[src/rtl/mem_stage_if.sv]
// Bundles the pipeline request, RAM port and write-back signals of the memory stage.
interface mem_stage_if #(
    parameter int unsigned XLEN   = 32,
    parameter int unsigned RAM_AW = 17,
    parameter int unsigned REG_AW = 5
);
    logic              in_valid;
    logic              in_ready;
    logic [1:0]        req_kind;
    logic [1:0]        req_size;
    logic              req_unsigned;
    logic [REG_AW-1:0] req_rd;
    logic [XLEN-1:0]   req_data;
    logic [XLEN-1:0]   req_sdata;
    logic              ram_grant;
    logic              ram_en;
    logic              ram_we;
    logic [RAM_AW-1:0] ram_addr;
    logic [7:0]        ram_dout;
    logic [7:0]        ram_din;
    logic              stall_req;
    logic              wb_en;
    logic [REG_AW-1:0] wb_addr;
    logic [XLEN-1:0]   wb_data;

    // Upstream pipeline / memory controller side
    modport master (
        output in_valid, req_kind, req_size, req_unsigned, req_rd, req_data, req_sdata,
        output ram_grant, ram_din,
        input  in_ready, ram_en, ram_we, ram_addr, ram_dout, stall_req,
        input  wb_en, wb_addr, wb_data
    );

    // Memory stage side
    modport slave (
        input  in_valid, req_kind, req_size, req_unsigned, req_rd, req_data, req_sdata,
        input  ram_grant, ram_din,
        output in_ready, ram_en, ram_we, ram_addr, ram_dout, stall_req,
        output wb_en, wb_addr, wb_data
    );
endinterface

[src/rtl/mem_stage_seq.sv]
// Registered memory-access stage: serialises loads/stores into byte-wide RAM
// cycles, extends load data and produces one registered write-back per request.
module mem_stage_seq #(
    parameter int unsigned XLEN   = 32,
    parameter int unsigned RAM_AW = 17,
    parameter int unsigned REG_AW = 5,
    parameter int unsigned RD_LAT = 1
) (
    input logic       clk,
    input logic       rst,
    mem_stage_if.slave bus
);
    localparam int unsigned IW = 3;
    localparam int unsigned CW = 3;

    localparam logic [1:0] K_PASS  = 2'b00;
    localparam logic [1:0] K_LOAD  = 2'b01;
    localparam logic [1:0] K_STORE = 2'b10;

    typedef enum logic [2:0] {
        IDLE,
        ST_BYTE,
        RD_ISSUE,
        RD_WAIT,
        DONE
    } state_t;

    state_t            state_q, state_d;
    logic [IW-1:0]     idx_q, idx_d;
    logic [CW-1:0]     cnt_q, cnt_d;
    logic [XLEN-1:0]   asm_q, asm_d;
    logic [1:0]        size_q, size_d;
    logic              uns_q, uns_d;
    logic [REG_AW-1:0] rd_q, rd_d;
    logic [RAM_AW-1:0] base_q, base_d;
    logic [XLEN-1:0]   sdata_q, sdata_d;
    logic              in_ready_q, in_ready_d;
    logic              busy_q, busy_d;
    logic              ram_en_q, ram_en_d;
    logic              ram_we_q, ram_we_d;
    logic [RAM_AW-1:0] ram_addr_q, ram_addr_d;
    logic [7:0]        ram_dout_q, ram_dout_d;
    logic              wb_en_q, wb_en_d;
    logic [REG_AW-1:0] wb_addr_q, wb_addr_d;
    logic [XLEN-1:0]   wb_data_q, wb_data_d;

    logic accept_c;
    logic legal_c;

    // Index of the final byte for a given access size
    function automatic logic [IW-1:0] last_idx(input logic [1:0] sz);
        case (sz)
            2'd0:    last_idx = IW'(0);
            2'd1:    last_idx = IW'(1);
            2'd2:    last_idx = IW'(3);
            default: last_idx = IW'(7);
        endcase
    endfunction

    // Sign or zero extension of the assembled load bytes
    function automatic logic [XLEN-1:0] extend(input logic [XLEN-1:0] v,
                                               input logic [1:0] sz,
                                               input logic uns);
        logic [XLEN-1:0] r;
        r = v;
        case (sz)
            2'd0:    r = uns ? XLEN'(v[7:0])  : XLEN'($signed(v[7:0]));
            2'd1:    r = uns ? XLEN'(v[15:0]) : XLEN'($signed(v[15:0]));
            2'd2:    r = uns ? XLEN'(v[31:0]) : XLEN'($signed(v[31:0]));
            default: r = v;
        endcase
        return r;
    endfunction

    assign accept_c = bus.in_valid && in_ready_q;
    // Double-word accesses only exist on a 64-bit datapath
    assign legal_c  = (bus.req_size != 2'd3) || (XLEN == 64);

    assign bus.in_ready  = in_ready_q;
    assign bus.ram_en    = ram_en_q;
    assign bus.ram_we    = ram_we_q;
    assign bus.ram_addr  = ram_addr_q;
    assign bus.ram_dout  = ram_dout_q;
    assign bus.wb_en     = wb_en_q;
    assign bus.wb_addr   = wb_addr_q;
    assign bus.wb_data   = wb_data_q;
    // Stall covers the accepting cycle of a memory op plus all busy states
    assign bus.stall_req = busy_q ||
                           (accept_c && (bus.req_kind == K_LOAD || bus.req_kind == K_STORE));

    // Next-state, request latching and registered-output computation
    always_comb begin
        state_d   = state_q;
        idx_d     = idx_q;
        cnt_d     = cnt_q;
        asm_d     = asm_q;
        size_d    = size_q;
        uns_d     = uns_q;
        rd_d      = rd_q;
        base_d    = base_q;
        sdata_d   = sdata_q;
        wb_en_d   = 1'b0;
        wb_addr_d = '0;
        wb_data_d = '0;

        unique case (state_q)
            IDLE: begin
                if (accept_c) begin
                    size_d  = bus.req_size;
                    uns_d   = bus.req_unsigned;
                    rd_d    = bus.req_rd;
                    base_d  = bus.req_data[RAM_AW-1:0];
                    sdata_d = bus.req_sdata;
                    idx_d   = '0;
                    asm_d   = '0;
                    case (bus.req_kind)
                        K_PASS: begin
                            if (bus.req_rd != '0) begin
                                wb_en_d   = 1'b1;
                                wb_addr_d = bus.req_rd;
                                wb_data_d = bus.req_data;
                            end
                        end
                        K_LOAD:  if (legal_c) state_d = RD_ISSUE;
                        K_STORE: if (legal_c) state_d = ST_BYTE;
                        default: ;
                    endcase
                end
            end
            ST_BYTE: begin
                if (bus.ram_grant) begin
                    if (idx_q == last_idx(size_q)) state_d = DONE;
                    else                           idx_d   = idx_q + IW'(1);
                end
            end
            RD_ISSUE: begin
                if (bus.ram_grant) begin
                    state_d = RD_WAIT;
                    cnt_d   = CW'(RD_LAT);
                end
            end
            RD_WAIT: begin
                if (cnt_q == CW'(1)) begin
                    asm_d = asm_q | (XLEN'(bus.ram_din) << {idx_q, 3'b000});
                    if (idx_q == last_idx(size_q)) begin
                        state_d = DONE;
                        if (rd_q != '0) begin
                            wb_en_d   = 1'b1;
                            wb_addr_d = rd_q;
                            wb_data_d = extend(asm_d, size_q, uns_q);
                        end
                    end else begin
                        idx_d   = idx_q + IW'(1);
                        state_d = RD_ISSUE;
                    end
                end else begin
                    cnt_d = cnt_q - CW'(1);
                end
            end
            DONE:    state_d = IDLE;
            default: state_d = IDLE;
        endcase

        in_ready_d = (state_d == IDLE);
        busy_d     = (state_d != IDLE) && (state_d != DONE);
        ram_en_d   = (state_d == ST_BYTE) || (state_d == RD_ISSUE);
        ram_we_d   = (state_d == ST_BYTE);
        ram_addr_d = ram_en_d ? (base_d + RAM_AW'(idx_d)) : '0;
        ram_dout_d = ram_we_d ? 8'(sdata_d >> {idx_d, 3'b000}) : 8'h00;
    end

    // State and output registers with asynchronous reset
    always_ff @(posedge clk or posedge rst) begin
        if (rst) begin
            state_q    <= IDLE;
            idx_q      <= '0;
            cnt_q      <= '0;
            asm_q      <= '0;
            size_q     <= '0;
            uns_q      <= 1'b0;
            rd_q       <= '0;
            base_q     <= '0;
            sdata_q    <= '0;
            in_ready_q <= 1'b1;
            busy_q     <= 1'b0;
            ram_en_q   <= 1'b0;
            ram_we_q   <= 1'b0;
            ram_addr_q <= '0;
            ram_dout_q <= '0;
            wb_en_q    <= 1'b0;
            wb_addr_q  <= '0;
            wb_data_q  <= '0;
        end else begin
            state_q    <= state_d;
            idx_q      <= idx_d;
            cnt_q      <= cnt_d;
            asm_q      <= asm_d;
            size_q     <= size_d;
            uns_q      <= uns_d;
            rd_q       <= rd_d;
            base_q     <= base_d;
            sdata_q    <= sdata_d;
            in_ready_q <= in_ready_d;
            busy_q     <= busy_d;
            ram_en_q   <= ram_en_d;
            ram_we_q   <= ram_we_d;
            ram_addr_q <= ram_addr_d;
            ram_dout_q <= ram_dout_d;
            wb_en_q    <= wb_en_d;
            wb_addr_q  <= wb_addr_d;
            wb_data_q  <= wb_data_d;
        end
    end
endmodule

[src/flat_wrapper.sv]
// flat-port wrapper written by rule: the top's interface ports become plain ports
module mem_stage_seq_flat 
#(
    parameter int unsigned XLEN   = 32,
    parameter int unsigned RAM_AW = 17,
    parameter int unsigned REG_AW = 5,
    parameter int unsigned RD_LAT = 1
)
  (clk, rst, bus_in_valid, bus_req_kind, bus_req_size, bus_req_unsigned, bus_req_rd, bus_req_data, bus_req_sdata, bus_ram_grant, bus_ram_din, bus_in_ready, bus_ram_en, bus_ram_we, bus_ram_addr, bus_ram_dout, bus_stall_req, bus_wb_en, bus_wb_addr, bus_wb_data);
  mem_stage_if #(.XLEN(XLEN), .RAM_AW(RAM_AW), .REG_AW(REG_AW)) bus_i ();
  input logic clk;
  input logic rst;
  input wire logic [$bits(bus_i.in_valid)-1:0] bus_in_valid;
  input wire logic [$bits(bus_i.req_kind)-1:0] bus_req_kind;
  input wire logic [$bits(bus_i.req_size)-1:0] bus_req_size;
  input wire logic [$bits(bus_i.req_unsigned)-1:0] bus_req_unsigned;
  input wire logic [$bits(bus_i.req_rd)-1:0] bus_req_rd;
  input wire logic [$bits(bus_i.req_data)-1:0] bus_req_data;
  input wire logic [$bits(bus_i.req_sdata)-1:0] bus_req_sdata;
  input wire logic [$bits(bus_i.ram_grant)-1:0] bus_ram_grant;
  input wire logic [$bits(bus_i.ram_din)-1:0] bus_ram_din;
  output wire logic [$bits(bus_i.in_ready)-1:0] bus_in_ready;
  output wire logic [$bits(bus_i.ram_en)-1:0] bus_ram_en;
  output wire logic [$bits(bus_i.ram_we)-1:0] bus_ram_we;
  output wire logic [$bits(bus_i.ram_addr)-1:0] bus_ram_addr;
  output wire logic [$bits(bus_i.ram_dout)-1:0] bus_ram_dout;
  output wire logic [$bits(bus_i.stall_req)-1:0] bus_stall_req;
  output wire logic [$bits(bus_i.wb_en)-1:0] bus_wb_en;
  output wire logic [$bits(bus_i.wb_addr)-1:0] bus_wb_addr;
  output wire logic [$bits(bus_i.wb_data)-1:0] bus_wb_data;
  assign bus_i.in_valid = bus_in_valid;
  assign bus_i.req_kind = bus_req_kind;
  assign bus_i.req_size = bus_req_size;
  assign bus_i.req_unsigned = bus_req_unsigned;
  assign bus_i.req_rd = bus_req_rd;
  assign bus_i.req_data = bus_req_data;
  assign bus_i.req_sdata = bus_req_sdata;
  assign bus_i.ram_grant = bus_ram_grant;
  assign bus_i.ram_din = bus_ram_din;
  assign bus_in_ready = bus_i.in_ready;
  assign bus_ram_en = bus_i.ram_en;
  assign bus_ram_we = bus_i.ram_we;
  assign bus_ram_addr = bus_i.ram_addr;
  assign bus_ram_dout = bus_i.ram_dout;
  assign bus_stall_req = bus_i.stall_req;
  assign bus_wb_en = bus_i.wb_en;
  assign bus_wb_addr = bus_i.wb_addr;
  assign bus_wb_data = bus_i.wb_data;
  mem_stage_seq #(.XLEN(XLEN), .RAM_AW(RAM_AW), .REG_AW(REG_AW), .RD_LAT(RD_LAT)) u_core (.clk(clk), .rst(rst), .bus(bus_i));
endmodule
[config.mk]
export PLATFORM = sky130hd
export DESIGN_NAME = mem_stage_seq_flat
export DESIGN_NICKNAME = d
export VERILOG_FILES = /design/src/rtl/mem_stage_if.sv /design/src/rtl/mem_stage_seq.sv /design/src/flat_wrapper.sv
export SDC_FILE = /design/constraint.sdc
export NUM_CORES = 1
export LEC_CHECK = 0
export ABC_AREA = 1
export CORE_MARGIN = 2
export CORE_UTILIZATION = 45
export DETAILED_ROUTE_END_ITERATION = 12
export PLACE_DENSITY = 0.71
export SYNTH_ARGS = -nofsm -noshare
export SYNTH_HDL_FRONTEND = slang
export SYNTH_SLANG_ARGS = --single-unit
[constraint.sdc]
create_clock -name clk -period 12.6 [get_ports clk]
set_clock_uncertainty 0.2 [all_clocks]
set_input_delay 1.26 -clock clk [delete_from_list [all_inputs] [get_ports clk]]
set_output_delay 1.26 -clock clk [all_outputs]
set_load 0.01 [all_outputs]
Word-level counts from Yosys, hierarchy flattened
Cells that the tools add are included.
{"block": "word_totals", "register_bits": 165, "inputBits": 86}
{"block": "classes", "addsub": 3, "eq_ne": 18, "shifts": 2, "n_mux": 57, "n_bitwise": 1, "n_reduce_logical": 18}
{"cell": "$mux 32", "n": 12}
{"cell": "$pmux 32 s2", "n": 3}
{"cell": "$mux 3", "n": 19}
{"cell": "$mux 17", "n": 3}
{"cell": "$or 32x32->32", "n": 1}
{"cell": "$shl 8x6->32", "n": 1}
{"cell": "$shr 32x6->8", "n": 1}
{"cell": "$mux 5", "n": 6}
{"cell": "$pmux 3 s3", "n": 2}
{"cell": "$add 17x3->17", "n": 1}
{"cell": "$pmux 3 s2", "n": 2}
{"cell": "$pmux 3 s4", "n": 1}
{"cell": "$pmux 5 s2", "n": 1}
{"cell": "$reduce_bool 5->1", "n": 2}
{"cell": "$eq 3x1->1 const B", "n": 3}
{"cell": "$eq 3x2->1 const B", "n": 3}
{"cell": "$mux 8", "n": 1}
{"cell": "$eq 3x3->1", "n": 2}
{"cell": "$logic_not 3->1", "n": 2}
{"cell": "$mux 1", "n": 6}
{"cell": "$ne 2x2->1 const B", "n": 3}
{"cell": "$reduce_and 3->1", "n": 2}
{"cell": "$eq 2x1->1 const B", "n": 2}
{"cell": "$eq 2x2->1 const B", "n": 2}
{"cell": "11 further kinds", "n": 18}

Depth between registers and ports, before layout
Gate-level depths: netlist of the first run.
{"block": "depth", "word_depth": 11, "depth_mapped": 21, "mapped_depth_nobuf": 21}

Least setup slack after synthesis of the first run
No wires, ideal clock.
{"block": "synth_path", "kind": "input -> register", "start": "input port bus_in_valid", "end": "register u_core.ram_addr_q[8] (netlist: u_core.bus.ram_addr[8])", "setup_time_ns": 0.121, "arrival_time_ns": 3.293, "required_ns": 12.279, "setup_slack_ns": 8.986, "stages": 18, "path_cell_list": "nand2_1 inv_2 nand3_2 buf_2 clkbuf_1 nand2_1 o21ai_0 ha_1 fa_1 nand2_1 nand2_1 nand3_2 nor2_1 inv_2 nor2_2 nand2_1 o21ai_1 nor2_4"}
{"block": "synth_via", "elab_cells_between_ends": 12}
{"item": "from (decl)", "line_no": "flat_wrapper.sv:13", "rtl": "input wire logic [$bits(bus_i.in_valid)-1:0] bus_in_valid;"}
{"item": "$logic_and 1x1->1", "line_no": "mem_stage_seq.sv:75", "rtl": "assign accept_c = bus.in_valid && in_ready_q;"}
{"item": "$mux 17", "line_no": "mem_stage_seq.sv:108", "rtl": "if (accept_c) begin"}
{"item": "$mux 17", "line_no": "mem_stage_seq.sv:106", "rtl": "unique case (state_q)"}
{"item": "named net u_core.base_d[0]", "line_no": "mem_stage_seq.sv:35", "rtl": "logic [RAM_AW-1:0] base_q, base_d;"}
{"item": "$add 17x3->17", "line_no": "mem_stage_seq.sv:168", "rtl": "ram_addr_d = ram_en_d ? (base_d + RAM_AW'(idx_d)) : '0;"}
{"item": "$mux 17", "line_no": "mem_stage_seq.sv:168"}
{"item": "named net u_core.ram_addr_d[8]", "line_no": "mem_stage_seq.sv:41", "rtl": "logic [RAM_AW-1:0] ram_addr_q, ram_addr_d;"}
{"item": "to (signal assigned)", "line_no": "mem_stage_seq.sv:207", "rtl": "ram_addr_q <= ram_addr_d;"}
{"item": "to (decl)", "line_no": "mem_stage_seq.sv:41"}
The timed path passes the listed nets, and every way through them passes these cells.
A chain may end at the register's enable or synchronous reset.

Worst setup path after layout of the first run
{"block": "layout_path", "start": "input port bus_in_valid", "end": "register u_core.ram_addr_q[14] (netlist: u_core.bus.ram_addr[14])"}
{"block": "layout_via", "elab_chain_len": 6, "elab_cells_between_ends": 12}
{"item": "$logic_and 1x1->1 *", "line_no": "mem_stage_seq.sv:75"}
{"item": "parallel branches: the longest is 4 deep, another holds $add 17x3->17"}
{"item": "$mux 17 *", "line_no": "mem_stage_seq.sv:168"}
{"item": "named net u_core.ram_addr_d[14]", "line_no": "mem_stage_seq.sv:41"}
Mark *: on every way through the listed nets, which the timed path passes.

==> impl_metrics.env, run 1 <==
export IMPL_status="complete, no violations"
export IMPL_crit_path_end_kind="register"
export IMPL_cpMaxStageDelayCell="clkdlybuf4s50_1"
export IMPL_worst_slew_pin_slew_ns=0.937
export IMPL_yosysUniqueCellTypes=40
export IMPL_clock_latency_ns=0.43
export IMPL_fp_dieW_um=136
export IMPL_max_cap_violations=0
export IMPL_num_vias=6668
export IMPL_antenna_left=0
export IMPL_cp_start_kind="primary input"
export IMPL_final_setup_tns_ns=0
export IMPL_numCtsBuffers=17
export IMPL_hp_start="u_core.sdata_q[23]$_DFF_PP0_"
export IMPL_final_nets=1189
export IMPL_clockBufferDepth=2
export IMPL_yosys_top_cells_area="dfrtp_1, nand2_1, inv_1, nand3_1, o21ai_0"
export IMPL_maxSlewHeadroom_pct=37.3
export IMPL_setup_viol=0
export IMPL_core_sq_mm=0.0172
export IMPL_grt_max_degree=103
export IMPL_diodes=0
export IMPL_path_buf_inv=3
export IMPL_area_growth_pct=29.2
export IMPL_nFillCells=1574
export IMPL_htree_num_levels=4
export IMPL_setup_ws_ns=8.26
export IMPL_critPathRequiredTime_ns=12.71
export IMPL_yosys_warnings=0
export IMPL_via_per_inst=5.02
export IMPL_cp_arrival_ns=4.45
export IMPL_gp_congestion=0.827
export IMPL_crit_chain="clkdlybuf4s50_1 -> nand2_1 -> inv_2 -> o21ai_1 -> nand2_1 -> nand3_2 -> ha_1 -> fa_1 -> nand2_1 -> nand2_1 -> nand3_2 -> nor2_1 -> inv_2 -> nor2_2 -> nand3_1 -> nand2_1 -> nand2_1 -> nor2_1"
export IMPL_grt_pass1_wl_um=32000
export IMPL_totalWireLength_um=19600
export IMPL_wl_per_cell_um=14.8
export IMPL_p_leak_nw=5.00
export IMPL_hold_ws_ns=0.274
export IMPL_clock_root_buffer="clkbuf_16"
export IMPL_switching_share_pct=40.2
export IMPL_cts_tree="done"
export IMPL_die_h_um=136
export IMPL_clk_pin_slew_ns=0.06
export IMPL_seqPwrFrac_pct=32.6
export IMPL_drt_initial_drc_count=512
export IMPL_crit_type="in -> reg"
export IMPL_grt_antenna_before_repair=0
export IMPL_dieArea_sq_mm=0.0186
export IMPL_cts_hold_buf=0
export IMPL_firstDrtPassIters=5
export IMPL_dpl_cell_area_sq_mm=0.00953
export IMPL_synth_cell_area_sq_mm=0.00787
export IMPL_crit_start="bus_in_valid"
export IMPL_fmax_mhz=230
export IMPL_grt_overflow=0
export IMPL_syn_num_nets=1051
export IMPL_rrSetupSlack_ns=8.61
export IMPL_grt_pass1_vias=6367
export IMPL_crit_fanout=24
export IMPL_clock_power_share_pct=24.4
export IMPL_p_per_area_mw_per_mm2=225
export IMPL_fin_crit_ns=4.34
export IMPL_ctsResizeCount=0
export IMPL_cp_common_cell="nand2_1"
export IMPL_dpl_worst_slack_ns=7.90
export IMPL_period_share_pct=34.5
export IMPL_finalPower_mw=2.28
export IMPL_ys_seq_area_share_pct=52.5
export IMPL_slowest_delay_ns=0.45
export IMPL_clock_sinks=165
export IMPL_num_rows=48
export IMPL_synth_top_area_share_pct=52.2
export IMPL_power_internal_mw=1.37
export IMPL_syn_inst=955
export IMPL_fin_area_sq_mm=0.0102
export IMPL_timing_rr_start="u_core.state_q[0]$_DFF_PP0_"
export IMPL_drc=0
export IMPL_cts_setup_buffers=0
export IMPL_hp_class="reg -> reg"
export IMPL_p_sw_uw=918
export IMPL_hold_viol_final=0
export IMPL_grt_setup_unrepaired="no"
export IMPL_synth_top_cell_by_area="dfrtp_1"
export IMPL_dpl_hpwl_um=14000
export IMPL_crit_family="simple AND/OR/NAND/NOR gates"
export IMPL_start_util_pct=45.8
export IMPL_port_buffers=152
export IMPL_final_layout_size_suffix_gt1_share_pct=8.51
export IMPL_synth_avg_cell_area_sq_um=8.24
export IMPL_peakVddDrop_uv=147
export IMPL_slew_viol_final=0
export IMPL_ys_ff_latch=165
export IMPL_groute_usage_overall_pct=22.4
export IMPL_io_pins=153
export IMPL_comb_power_share_pct=43.0
[through the flow]
stage	instances	utilization (%)
floorplan	955	-
global placement	1299	55.5
detailed placement	1299	55.5
CTS	1329	59.2
global route	1329	59.2
finish	1329	59.2
[cells in the mapped netlist (all sizes together)]
cell type  instances
o31ai             10
nand4             12
o21ai             72
nand3b             1
clkinv             1
o211ai             1
nor3               5
a31oi              3
nand2            287
clkbuf            21
a21oi             43
o22ai             23
buf               17
xor2               2
fa                 1
nor2              94
o21bai             3
inv              123
dfrtp            164
nand3             60
xnor2              1
dfstp              1
ha                 9
a21o               1
[placed cells by master (no fill, tap or decap), drive strengths merged]
| cell | instances |
|---|---|
| bufinv | 4 |
| dfrtp | 164 |
| clkbuf | 22 |
| clkinv | 3 |
| nand2 | 287 |
| xnor2 | 1 |
| dfstp | 1 |
| nand3b | 1 |
| o211ai | 1 |
| nor3 | 5 |
| o22ai | 23 |
| clkinvlp | 1 |
| o31ai | 10 |
| o21bai | 3 |
| nand3 | 60 |
| a31oi | 3 |
| inv | 124 |
| buf | 5 |
| a21oi | 43 |
| o21ai | 72 |
| xor2 | 2 |
| a21o | 1 |
| ha | 9 |
| clkdlybuf4s50 | 152 |
| nor2 | 94 |
| nand4 | 12 |
| fa | 1 |
[registers in the layout, summed over array words and instances, names as in the netlist]
| register | cells |
|---|---|
| u_core.size_q | 2 |
| u_core.rd_q | 5 |
| u_core.bus.ram_addr | 17 |
| u_core.bus.in_ready | 1 |
| u_core.busy_q | 1 |
| u_core.bus.ram_we | 1 |
| u_core.bus.wb_data | 32 |
| u_core.cnt_q | 3 |
| u_core.base_q | 17 |
| u_core.idx_q | 3 |
| u_core.bus.wb_en | 1 |
| u_core.state_q | 3 |
| u_core.sdata_q | 32 |
| u_core.bus.wb_addr | 5 |
| u_core.uns_q | 1 |
| u_core.asm_q | 32 |
| u_core.bus.ram_dout | 8 |
| u_core.bus.ram_en | 1 |
[worst paths after layout]
| kind | end | cells past startpoint |
|---|---|---|
| min in group asynchronous | u_core.bus.ram_addr[3]$_DFF_PP0_ | 2 |
| min | u_core.sdata_q[23]$_DFF_PP0_ | 2 |
| min reg2reg | u_core.sdata_q[23]$_DFF_PP0_ | 2 |
| max | u_core.bus.ram_addr[14]$_DFF_PP0_ | 18 |
| max reg2reg | u_core.bus.ram_addr[8]$_DFF_PP0_ | 17 |
| max in group asynchronous | u_core.bus.ram_addr[12]$_DFF_PP0_ | 3 |
[kinds of logic (layout without fill, tap and decap cells)]
family / after synthesis / after routing / share of synthesized area (%)
simple gates: 459 / 459 / 26.0
compound gates: 156 / 156 / 11.1
flops: 165 / 165 / 52.5
fa+ha+maj: 10 / 10 / 1.69
xor+xnor: 3 / 3 / 0.334
buf+inv: 162 / 311 / 8.33
[metal layers]
layer	vias up	wire length [um]	GRT usage [%]	part of all wire, %
met5	-	0	0	0
li1	3314	-	-	-
met4	0	459	8.39	2.3
met2	207	9060	34.3	46
met1	3116	9000	31.5	46
met3	31	1100	4.44	5.6
[tightest hold or removal path, delay by kind of cell, from the launching register on]
| kind | cells | cell delay [ns] |
|---|---|---|
| flip-flops | 1 | 0.32 |
| AND/OR/NAND/NOR | 2 | 0.12 |
[layout make-up]
type | count | area [sq um] | area share [%]
multi-input cells | 628 | 3090 | 30.4
flip-flops and latches | 165 | 4130 | 40.6
repair buffers | 157 | 1560 | 15.3
clock inverters | 8 | 146 | 1.44
clock buffers | 22 | 484 | 4.77
well taps | 225 | 282 | 2.77
inverters | 124 | 474 | 4.67
[power groups by stage]
stage | Clock (mW) | Combinational (mW) | Sequential, mW
2_1_floorplan | 0 | 0.710 | 0.753
3_3_place_gp | 0 | 0.963 | 0.750
3_5_place_dp | 0 | 0.976 | 0.754
4_1_cts | 0.562 | 0.985 | 0.746
5_1_grt | 0.587 | 1.11 | 0.760
6_report | 0.557 | 0.982 | 0.745
No activity file was read; power rests on OpenSTA's default activity.
==> inputs of run 2 (changes only) <==
==> constraint.sdc (replaced) <==
create_clock -name clk -period 4.1 [get_ports clk]
set_clock_uncertainty 0.2 [all_clocks]
set_input_delay 0.41 -clock clk [delete_from_list [all_inputs] [get_ports clk]]
set_output_delay 0.41 -clock clk [all_outputs]
set_load 0.01 [all_outputs]
==> run 2 against run 1 <==
Net effect:
- largest power group unchanged
- global-route usage grew 0.59 points
- setup slack lost 7.8 ns
- cell area is the same
- via count grew 1.6%
- flip-flop and latch count is the same
- total power grew to 3.0 times the previous value
- sequential power grew to 3.1 times the previous value
- critical endpoint is now u_core.bus.ram_addr[8]$_DFF_PP0_
- utilization is the same
- wire length grew 3.6%
- critical path type is now reg -> reg
- final cell count grew 0.45%
==> impl_metrics.env, run 2 (synthesized netlist as in run 1, its figures left out) <==
export IMPL_num_rows=48
export IMPL_totalWireLength_um=20300
export IMPL_final_cell_mix="nand2_1, dfrtp_1, clkdlybuf4s50_1, inv_1, nor2_1"
export IMPL_grt_max_degree=91
export IMPL_num_vias=6773
export IMPL_die_h_um=136
export IMPL_area_growth_pct=29.2
export IMPL_max_cap_violations=0
export IMPL_fmax_mhz=276
export IMPL_final_cells=1335
export IMPL_worst_slew_pin_slew_ns=0.917
export IMPL_start_util_pct=45.8
export IMPL_cp_arrival_ns=3.75
export IMPL_numCtsBuffers=17
export IMPL_core_sq_mm=0.0172
export IMPL_cp_start_kind="register"
export IMPL_met2_usage_pct=36.3
export IMPL_grt_pass1_vias=6492
export IMPL_crit_fanout=15
export IMPL_drc=0
export IMPL_grt_pass1_wl_um=32900
export IMPL_period_share_pct=88.4
export IMPL_port_buffers=152
export IMPL_clk_pin_slew_ns=0.06
export IMPL_grt_setup_unrepaired="no"
export IMPL_comb_power_share_pct=44.5
export IMPL_cpMaxStageDelayCell="dfrtp_1"
export IMPL_cts_setup_buffers=0
export IMPL_cp_common_cell="nand2_1"
export IMPL_cts_hold_buf=0
export IMPL_crit_path_end_kind="register"
export IMPL_nFillCells=1572
export IMPL_crit_type="reg -> reg"
export IMPL_clock_latency_ns=0.43
export IMPL_via_per_inst=5.07
export IMPL_p_sw_mw=2.86
export IMPL_io_pins=153
export IMPL_htree_num_levels=4
export IMPL_dieArea_sq_mm=0.0186
export IMPL_wl_per_cell_um=15.2
export IMPL_hold_viol_final=0
export IMPL_cts_tree="done"
export IMPL_met3_usage_pct=3.91
export IMPL_peakVddDrop_uv=376
export IMPL_p_leak_nw=4.99
export IMPL_power_internal_mw=4.07
export IMPL_gp_congestion=0.868
export IMPL_firstDrtPassIters=5
export IMPL_grt_overflow=0
export IMPL_slowest_delay_ns=0.44
export IMPL_r2r_cells=17
export IMPL_clockBufferDepth=2
export IMPL_p_per_area_mw_per_mm2=682
export IMPL_status="complete, no violations"
export IMPL_busiest_layer="met2"
export IMPL_critPathRequiredTime_ns=4.22
export IMPL_groute_usage_overall_pct=23.0
export IMPL_dpl_hpwl_um=14300
export IMPL_dp_cells=1304
export IMPL_hp_class="in -> async"
export IMPL_clock_power_share_pct=22.7
export IMPL_final_common_cell="nand2_1"
export IMPL_maxSlewHeadroom_pct=38.6
export IMPL_final_setup_tns_ns=0
export IMPL_clock_sinks=165
export IMPL_setup_viol=0
export IMPL_drt_initial_drc_count=454
export IMPL_antenna_left=0
export IMPL_ctsResizeCount=0
export IMPL_switching_share_pct=41.2
export IMPL_fp_dieW_um=136
export IMPL_met1_usage_pct=31.6
export IMPL_final_layout_size_suffix_gt1_share_pct=8.74
export IMPL_grt_antenna_before_repair=0
export IMPL_fin_crit_ns=3.63
export IMPL_slew_viol_final=0
export IMPL_diodes=0
export IMPL_crit_chain="nand2_1 -> nor2_4 -> nand2_2 -> nand2_1 -> nand3_1 -> nand3_2 -> ha_1 -> fa_1 -> nand2_1 -> nand2_1 -> nand3_2 -> nor2_1 -> inv_2 -> nor2_2 -> nand2_1 -> o21ai_1 -> nor2_4"
export IMPL_clock_root_buffer="clkbuf_16"
export IMPL_final_nets=1194
export IMPL_seqPwrFrac_pct=32.9
[run 2: critical path: cells and delay by family (launching register included)]
family	cells	cell delay (ns)
adder cells (fa/ha/maj)	2	0.43
buffers and inverters	1	0.05
AO/OA/AOI/OAI	1	0.22
flip-flops	1	0.44
AND/OR/NAND/NOR	13	2.16
[run 2: layout make-up]
type / instances / area [sq um] / share of cell area [%]
well taps: 225 / 282 / 2.77
multi-input cells: 628 / 3090 / 30.4
flip-flops and latches: 165 / 4130 / 40.6
inverters: 124 / 473 / 4.65
clock inverters: 8 / 101 / 0.997
clock buffers: 23 / 468 / 4.61
repair buffers: 162 / 1620 / 16.0
[run 2: final timing paths]
kind	startpoint	slack [ns]	to
setup / recovery	u_core.state_q[0]$_DFF_PP0_	0.47	u_core.bus.ram_addr[8]$_DFF_PP0_
hold / removal	rst	0.07	u_core.bus.ram_addr[8]$_DFF_PP0_
hold reg to reg	u_core.sdata_q[28]$_DFF_PP0_	0.28	u_core.sdata_q[28]$_DFF_PP0_
setup reg to reg	u_core.state_q[0]$_DFF_PP0_	0.47	u_core.bus.ram_addr[8]$_DFF_PP0_
min in group clk	u_core.sdata_q[28]$_DFF_PP0_	0.28	u_core.sdata_q[28]$_DFF_PP0_
max in group asynchronous	rst	2.90	u_core.asm_q[13]$_DFFE_PP0P_
[run 2: through the flow]
step / utilization [%] / instance area, sq um / total power [mW] / hold WS (ns) / setup WS (ns)
floorplan: - / 7870 / 4.50 / 0.244 / 1.22
global placement: 55.8 / 9590 / 5.31 / 0.257 / 0.629
detailed placement: 55.8 / 9590 / 5.37 / 0.263 / 0.509
CTS: 59.2 / 10200 / 6.95 / 0.0753 / 0.496
global route: 59.2 / 10200 / 7.43 / 0.0796 / 0.157
finish: 59.2 / 10200 / 6.93 / 0.0666 / 0.474
[run 2: routing by layer]
| metal | share of wire [%] | vias to the layer above |
|---|---|---|
| met1 | 46 | 3200 |
| met5 | 0 | - |
| met3 | 5.1 | 36 |
| li1 | - | 3322 |
| met2 | 47 | 215 |
| met4 | 2.2 | 0 |
[run 2: power by group through the flow]
stage	Clock, mW	Combinational [mW]	Sequential [mW]
2_1_floorplan	0	2.18	2.31
3_3_place_gp	0	3.02	2.29
3_5_place_dp	0	3.06	2.30
4_1_cts	1.59	3.09	2.28
5_1_grt	1.67	3.43	2.32
6_report	1.57	3.08	2.28
